`config.mk`:
```
export PLATFORM = sky130hd
export DESIGN_NAME = fsm_div_driver
export DESIGN_NICKNAME = d
export VERILOG_FILES = /design/src/rtl/fsm_div_driver.sv
export SDC_FILE = /design/constraint.sdc
export NUM_CORES = 1
export LEC_CHECK = 0
export CAP_MARGIN = 40
export CELL_PAD_IN_SITES_DETAIL_PLACEMENT = 1
export CELL_PAD_IN_SITES_GLOBAL_PLACEMENT = 2
export CORE_UTILIZATION = 34
export DETAILED_ROUTE_END_ITERATION = 7
export PLACE_DENSITY = 0.9
export SLEW_MARGIN = 20
export SYNTH_ARGS = -nofsm -noshare
export SYNTH_HDL_FRONTEND = slang
export SYNTH_SLANG_ARGS = --single-unit
```
`constraint.sdc`:
```
create_clock -name clk -period 4 [get_ports clk]
set_input_delay 0.8 -clock clk [delete_from_list [all_inputs] [get_ports clk]]
set_output_delay 0.8 -clock clk [all_outputs]
set_load 0.05 [all_outputs]
```
`src/rtl/fsm_div_driver.sv`:
```
// fsm_div_driver: initiator for the fsm_div operand protocol.
// Latches four 4-bit operands on start, sends them to the responder as
// single-cycle strobes in the order a, b, c, d (each followed by GAP_CYCLES
// idle cycles), then waits up to TIMEOUT cycles for the result strobe.
// Optional build macro: FSM_DIV_DRIVER_PRECHECK_EN -- when defined, a start
// with a==0 or b==0 completes at once with err=1 and sends no operands.
//
// Handshake: dut_valid_in is a one-cycle strobe with no back-pressure; the
// responder must take dut_d_in in every cycle dut_valid_in is high. Likewise
// dut_valid_out is a one-cycle strobe that is only honoured in WAIT and is
// dropped in every other state.
module fsm_div_driver #(
  parameter int GAP_CYCLES = 1,
  parameter int TIMEOUT    = 64
) (
  input  logic       clk,
  input  logic       reset,
  input  logic       start,
  input  logic [3:0] a,
  input  logic [3:0] b,
  input  logic [3:0] c,
  input  logic [3:0] d,
  output logic       busy,
  output logic       done,
  output logic [3:0] res,
  output logic       err,
  output logic       timeout,
  output logic [3:0] dut_d_in,
  output logic       dut_valid_in,
  input  logic [3:0] dut_d_out,
  input  logic       dut_valid_out,
  input  logic       dut_error_out,
  output logic [2:0] dbg_state
);

  typedef enum logic [2:0] {
    S_IDLE = 3'd0,
    S_SEND = 3'd1,
    S_GAP  = 3'd2,
    S_WAIT = 3'd3,
    S_DONE = 3'd4
  } state_t;

  // One counter serves both the GAP length and the WAIT budget.
  localparam int CNT_MAX = (GAP_CYCLES > TIMEOUT) ? GAP_CYCLES : TIMEOUT;
  localparam int CW      = $clog2(CNT_MAX + 1);
  localparam logic [CW-1:0] GAP_LAST  = CW'(GAP_CYCLES - 1);
  localparam logic [CW-1:0] WAIT_LAST = CW'(TIMEOUT - 1);

  state_t          state_q;
  logic [1:0]      idx_q;
  logic [1:0]      idx_d;
  logic [CW-1:0]   cnt_q;
  logic [CW-1:0]   cnt_d;
  logic [3:0]      op_q [4];
  logic            busy_q;
  logic            done_q;
  logic [3:0]      res_q;
  logic            err_q;
  logic            timeout_q;
  logic [3:0]      dut_d_in_q;
  logic            dut_valid_in_q;

  // Next operand index and next counter value used by the FSM below.
  always_comb begin
    idx_d = idx_q + 2'd1;
    cnt_d = cnt_q + 1'b1;
  end

  // Sequencer: all outputs are registered and reflect the state being entered.
  always_ff @(posedge clk) begin
    if (reset) begin
      state_q        <= S_IDLE;
      idx_q          <= 2'd0;
      cnt_q          <= '0;
      for (int i = 0; i < 4; i++) op_q[i] <= 4'd0;
      busy_q         <= 1'b0;
      done_q         <= 1'b0;
      res_q          <= 4'd0;
      err_q          <= 1'b0;
      timeout_q      <= 1'b0;
      dut_d_in_q     <= 4'd0;
      dut_valid_in_q <= 1'b0;
    end else begin
      // Strobes default low; only the transitions below raise them.
      done_q         <= 1'b0;
      dut_valid_in_q <= 1'b0;
      case (state_q)
        S_IDLE: begin
          if (start) begin
            op_q[0] <= a;
            op_q[1] <= b;
            op_q[2] <= c;
            op_q[3] <= d;
            idx_q   <= 2'd0;
            cnt_q   <= '0;
            busy_q  <= 1'b1;
`ifdef FSM_DIV_DRIVER_PRECHECK_EN
            if (a == 4'd0 || b == 4'd0) begin
              // Known-bad operands: report the error without touching fsm_div.
              state_q   <= S_DONE;
              done_q    <= 1'b1;
              res_q     <= 4'd0;
              err_q     <= 1'b1;
              timeout_q <= 1'b0;
            end else begin
              state_q        <= S_SEND;
              dut_valid_in_q <= 1'b1;
              dut_d_in_q     <= a;
            end
`else
            state_q        <= S_SEND;
            dut_valid_in_q <= 1'b1;
            dut_d_in_q     <= a;
`endif
          end
        end
        S_SEND: begin
          state_q <= S_GAP;
          cnt_q   <= '0;
        end
        S_GAP: begin
          if (cnt_q == GAP_LAST) begin
            cnt_q <= '0;
            if (idx_q == 2'd3) begin
              state_q <= S_WAIT;
            end else begin
              idx_q          <= idx_d;
              state_q        <= S_SEND;
              dut_valid_in_q <= 1'b1;
              dut_d_in_q     <= op_q[idx_d];
            end
          end else begin
            cnt_q <= cnt_d;
          end
        end
        S_WAIT: begin
          // A response on the last allowed cycle still wins over the timeout.
          if (dut_valid_out) begin
            state_q   <= S_DONE;
            done_q    <= 1'b1;
            res_q     <= dut_d_out;
            err_q     <= dut_error_out;
            timeout_q <= 1'b0;
          end else if (cnt_q == WAIT_LAST) begin
            state_q   <= S_DONE;
            done_q    <= 1'b1;
            res_q     <= 4'd0;
            err_q     <= 1'b1;
            timeout_q <= 1'b1;
          end else begin
            cnt_q <= cnt_d;
          end
        end
        S_DONE: begin
          state_q <= S_IDLE;
          busy_q  <= 1'b0;
        end
        default: begin
          state_q <= S_IDLE;
          busy_q  <= 1'b0;
        end
      endcase
    end
  end

  assign busy         = busy_q;
  assign done         = done_q;
  assign res          = res_q;
  assign err          = err_q;
  assign timeout      = timeout_q;
  assign dut_d_in     = dut_d_in_q;
  assign dut_valid_in = dut_valid_in_q;
  assign dbg_state    = state_q;

endmodule
```
== Yosys cells after proc, flatten, opt, wreduce, memory -nomap -nowiden ==
Memories as Yosys holds them, arrays and structs flattened.
Index checks and enable logic that the tools add are counted.
Word-level totals
  register bits: 25
  RAM bits: 16
  logic and storage cells: 83
  memories: 1
Memory list
  op_q: words 4, bits a word 4, rd ports 1, clocked after Yosys merged registers in 0, wr ports 4, RTL line 55  | logic [3:0] op_q [4];
Cells by class
  add/subtract/negate cells: 2
  equal/unequal tests: 11
  multiplexer cells: 41
  bitwise logic cells: 6
  reductions and logical operators: 12
Operator list (number)
  two-way mux 4 bit: 9
  two-way mux 7 bit: 4
  case mux 7 bit (4 select lines): 1
  two-way mux 1 bit: 14
  two-way mux 3 bit: 4
  case mux 3 bit (4 select lines): 1
  inequality test 2 bit (second input constant): 5
  two-way mux 2 bit: 4
  case mux 4 bit (2 select lines): 1
  AND reduction 4 bit: 2
  adder 7 x 1 -> 7 bit (second input constant): 1
  equality test 7 x 6 -> 1 bit (second input constant): 1
  zero test 7 bit: 1
  equality test 3 x 2 -> 1 bit (second input constant): 2
  bitwise OR 1 bit: 4
  case mux 1 bit (2 select lines): 2
  case mux 2 bit (2 select lines): 1
  AND reduction 2 bit: 2
  nonzero test 2 bit: 2
  nonzero test 4 bit: 1
  equality test 3 x 1 -> 1 bit (second input constant): 1
  zero test 3 bit: 1
  inequality test 3 bit (second input constant): 1
  AND reduction 3 bit: 1
  5 further kinds: 6

== Logic depth before layout (Yosys ltp) ==
  word-level depth: 5
  gate-level depth with buffers: 7
  depth with buffers taken out: 6

== Least setup slack after synthesis ==
OpenSTA, ideal clock, no wires.
  path kind: input to register
  from: input reset
  to: memory op_q[0][0], enable pin
  setup time: 0.372 ns
  data arrival time: 1.756 ns
  required time: 3.628 ns
  setup slack: 1.873 ns
  cell stages on the path: 3
  path buffers: 1
  path through: clkbuf_1 clkinv_1 nand2_1
RTL lines
  start: declaration: RTL line 17  | input logic reset,
  end: declaration: RTL line 55

== Worst setup path after layout ==
  from: register state_q[0] (netlist: dbg_state[0])
  to: output dbg_state[0]
RTL lines
  start: declaration: RTL line 50  | state_t state_q;
  start signal: assignment: RTL line 73  | state_q <= S_IDLE;
  start signal: assignment: RTL line 112  | state_q <= S_SEND;
  start signal: assignment: RTL line 119  | state_q <= S_GAP;
  end: declaration: RTL line 33  | output logic [2:0] dbg_state
No word-level cell between the ends.

==> results_dict.tcl <==
set metrics [dict create \
    seqPwrFrac_pct 49.4 \
    post_synth_design_cell_area_um2 1917 \
    post_layout_minimum_cycle_time_ns 2.653 \
    intPower_uw 719.6 \
    io_buffers 40 \
    cp_top_family "buffers and inverters" \
    firstDrtPassIters 4 \
    power.clock.fraction_pct 34.6 \
    wire_per_inst_um 15.26 \
    netSwitchingPower_uw 253.8 \
    finalHoldViolations 0 \
    detail-route-antenna-nets 0 \
    edff_count_synth 16 \
    synth-compound-area-share_pct 15.21 \
    fp.dieW_um 77.09 \
    global_route_wire_length_before_repair_um 7203 \
    yosys.cell_types.count 42 \
    synth_fp_nets 204 \
    maximum_number_of_pins_on_one_net_before_global_route_repair 17 \
    timing_worst_setup_path_type "reg -> out" \
    total_power_consumption_uw 973.5 \
    avgViaCountPerCell 5.126 \
    place_hpwl_um 3157 \
    cts_sinks 41 \
    fmax_mhz 376.9 \
    worstSetupStartpoint "dbg_state[0]$_SDFFE_PP0P_" \
    combinationalPowerShare_pct 16.0 \
    power_density_nw_per_um2 393.3 \
    summed_negative_setup_slack_over_all_endpoints_ns 0 \
    filler_cell_count 606 \
    setup_viol 0 \
    syn_avg_cell_area_um2 10.89 \
    synth.ff_latch_count 41 \
    cts.path.max_buffers 2 \
    initial_util_pct 36.37 \
    worst-slew-pin-transition_ns 0.6920 \
    worst_hold_startpoint "res[0]$_SDFFE_PP0P_" \
    placed_cell_area_um2 2364 \
    final_std_cell_area_no_fill_um2 2475 \
    synth-warning-count 0 \
    p_leak_nw 0.9074 \
    synth_top_family_by_area "simple AND/OR/NAND/NOR gates" \
    final-max-slew-violation-count 0 \
    final_core_utilization_pct 46.96 \
    post-route-drc-count 0 \
    hold_buffers 0 \
    whs_ns 0.4866 \
    cts_inserted_buffers 5 \
    cts_tree "built" \
    worst_path_max_delay_cell "sky130_fd_sc_hd__clkdlybuf4s50_1" \
    timing.critical_path.buf_inv 1 \
    design.final.nets 243 \
    worstPathCellList "clkdlybuf4s50_1" \
    postCtsResizedCells 0 \
    clock-root-buffer "sky130_fd_sc_hd__clkbuf_8" \
    holdCritPathClass "reg -> reg" \
    route.final.wire_length_um 4363 \
    iter_0_drt_violations 62 \
    async_reset_ff_share_pct 0 \
    synth_area_leaders "sky130_fd_sc_hd__dfxtp_1, sky130_fd_sc_hd__edfxtp_1, sky130_fd_sc_hd__and2_1" \
    required_ns 3.20 \
    share_of_yosys_cell_area_claimed_by_the_top_area_cell_type_pct 26.11 \
    cts_setup_buffers 0 \
    gp_congestion 0.7749 \
    share_of_synthesized_area_spent_on_multiplexers_pct 6.789 \
    maximum_single_stage_delay_on_the_critical_path_ns 0.91 \
    clock_network_latency_to_the_later_pin_of_the_worst_skew_pair_ns 0.29 \
    die-area_um2 5942 \
    detailroute.via_count 1466 \
    global_route_usage_sum_pct 15.72 \
    peak_vdd_ir_mv 0.1639 \
    yosys.area.top_type "sky130_fd_sc_hd__dfxtp_1" \
    cap_violations 0 \
    global_route.overflow_total 0 \
    placeableCoreArea_um2 5270 \
    synth_simple_gate_area_share_pct 21.15 \
    antenna_found_initial 0 \
    synth_xor_xnor_area_share_pct 0 \
    floorplan_die_height_um 77.09 \
    rsz0062_at_grt "false" \
    slew_headroom_pct 53.75 \
    clock_skew_ns 0.003130 \
    min_period_over_period_pct 66.33 \
    first_global_vias 1433 \
    antenna_cells_inserted 0 \
    dpl.cell_count 278 \
    site_row_count 26 \
    endpoint_kind "output port" \
    cts.reportedPaths.clkPinSlew_ns 0.08 \
    p_sw_share_pct 26.07 \
    finalNonFillerCells 286 \
    post_route_cells_drive_above_1_share_pct 8.796 \
    ctsHtreeMaxLevel 2 \
    critical_path.startpoint_type "flop" \
    syn-instance-count 176 \
    io-pin-count 41 \
    synth_seq_area_share_pct 51.17 \
    pre_cts_slack_ns 1.139 \
    run_status "finished, final reports clean" \
    worstPathArrival_ns 1.85 \
    worstReg2RegStart "dbg_state[1]$_SDFFE_PP0P_" \
    synth_adder_area_share_pct 1.958 \
    area_delta_synth_final_pct 29.11 \
    setup_slack_ns 1.347 \
    ys.flop_type "sky130_fd_sc_hd__dfxtp_1" \
    worstPathMaxFanout 15 \
]
==> path summary, 6_finish.rpt <==
| kind | slack [ns] | to | cells after the start |
|---|---|---|---|
| max | 1.35 | dbg_state[0] | 1 |
| min | 0.49 | res[0]$_SDFFE_PP0P_ | 1 |
| max reg2reg | 1.99 | op_q[1][2]$_SDFFCE_PN0P_ | 3 |
| min reg2reg | 0.49 | res[0]$_SDFFE_PP0P_ | 1 |
==> cells in the final DEF (no fill, tap or decap), types with 3 or more instances in the layout <==
cell type	netlist	routed
sky130_fd_sc_hd__or4_1	5	5
sky130_fd_sc_hd__edfxtp_1	16	16
sky130_fd_sc_hd__o31ai_1	9	9
sky130_fd_sc_hd__clkbuf_8	0	5
sky130_fd_sc_hd__and3_1	5	5
sky130_fd_sc_hd__nand3_1	7	7
sky130_fd_sc_hd__o21ai_0	3	3
sky130_fd_sc_hd__nor3_1	6	6
sky130_fd_sc_hd__nor2_1	3	3
sky130_fd_sc_hd__and2_1	16	16
sky130_fd_sc_hd__dfxtp_1	25	25
sky130_fd_sc_hd__mux2i_1	4	4
sky130_fd_sc_hd__mux4_2	4	4
sky130_fd_sc_hd__inv_1	5	5
sky130_fd_sc_hd__a21oi_1	18	18
sky130_fd_sc_hd__a22o_1	4	4
sky130_fd_sc_hd__clkdlybuf4s50_1	0	40
sky130_fd_sc_hd__nand2_1	7	7
sky130_fd_sc_hd__ha_1	3	3
==> synth_stat cells, types with 4 or more instances <==
| cell type | n |
|---|---|
| sky130_fd_sc_hd__dfxtp_1 | 25 |
| sky130_fd_sc_hd__a21oi_1 | 18 |
| sky130_fd_sc_hd__and2_1 | 16 |
| sky130_fd_sc_hd__edfxtp_1 | 16 |
| sky130_fd_sc_hd__o31ai_1 | 9 |
| sky130_fd_sc_hd__nand2_1 | 7 |
| sky130_fd_sc_hd__nand3_1 | 7 |
| sky130_fd_sc_hd__nor3_1 | 6 |
| sky130_fd_sc_hd__and3_1 | 5 |
| sky130_fd_sc_hd__inv_1 | 5 |
| sky130_fd_sc_hd__or4_1 | 5 |
| sky130_fd_sc_hd__a22o_1 | 4 |
| sky130_fd_sc_hd__clkbuf_1 | 4 |
| sky130_fd_sc_hd__mux2i_1 | 4 |
| sky130_fd_sc_hd__mux4_2 | 4 |
==> state kept, by name, indices dropped and copies added, names as in the netlist <==
register      cells
op_q             16
cnt_q             7
dut_d_in          4
res               4
dbg_state         3
idx_q             2
busy              1
done              1
dut_valid_in      1
err               1
timeout           1
==> kinds of logic (layout without fill, tap and decap cells) <==
logic type | after synthesis | after routing
AOI/OAI and AO/OA | 45 | 45
adders and majority gates | 3 | 3
buffers and inverters | 15 | 55
DFF | 41 | 41
muxes | 8 | 8
and+or+nand+nor | 64 | 64
==> cell type report <==
class / count / area (µm²) / share of cell area, %
Sequential cell: 41 / 980.9 / 39.64
Multi-Input combinational cell: 120 / 864.6 / 34.93
Timing Repair Buffer: 41 / 407.9 / 16.48
Tap cell: 70 / 87.58 / 3.539
Clock buffer: 6 / 72.57 / 2.932
Clock inverter: 2 / 38.79 / 1.567
Inverter: 6 / 22.52 / 0.9100
==> power groups by stage <==
stage	combinational (mW)	clock, mW	sequential [mW]
global route	0.167	0.366	0.484
global placement	0.154	0	0.490
detailed placement	0.156	0	0.491
floorplan	0.0717	0	0.513
finish	0.156	0.337	0.481
CTS	0.157	0.345	0.482
==> per-layer routing <==
metal  track usage, %  wire length, µm
met3            4.643              144
met1            20.00             2051
met5                0                0
met2            25.45             2126
met4            5.094               41
(Power assumes the default switching activity.)
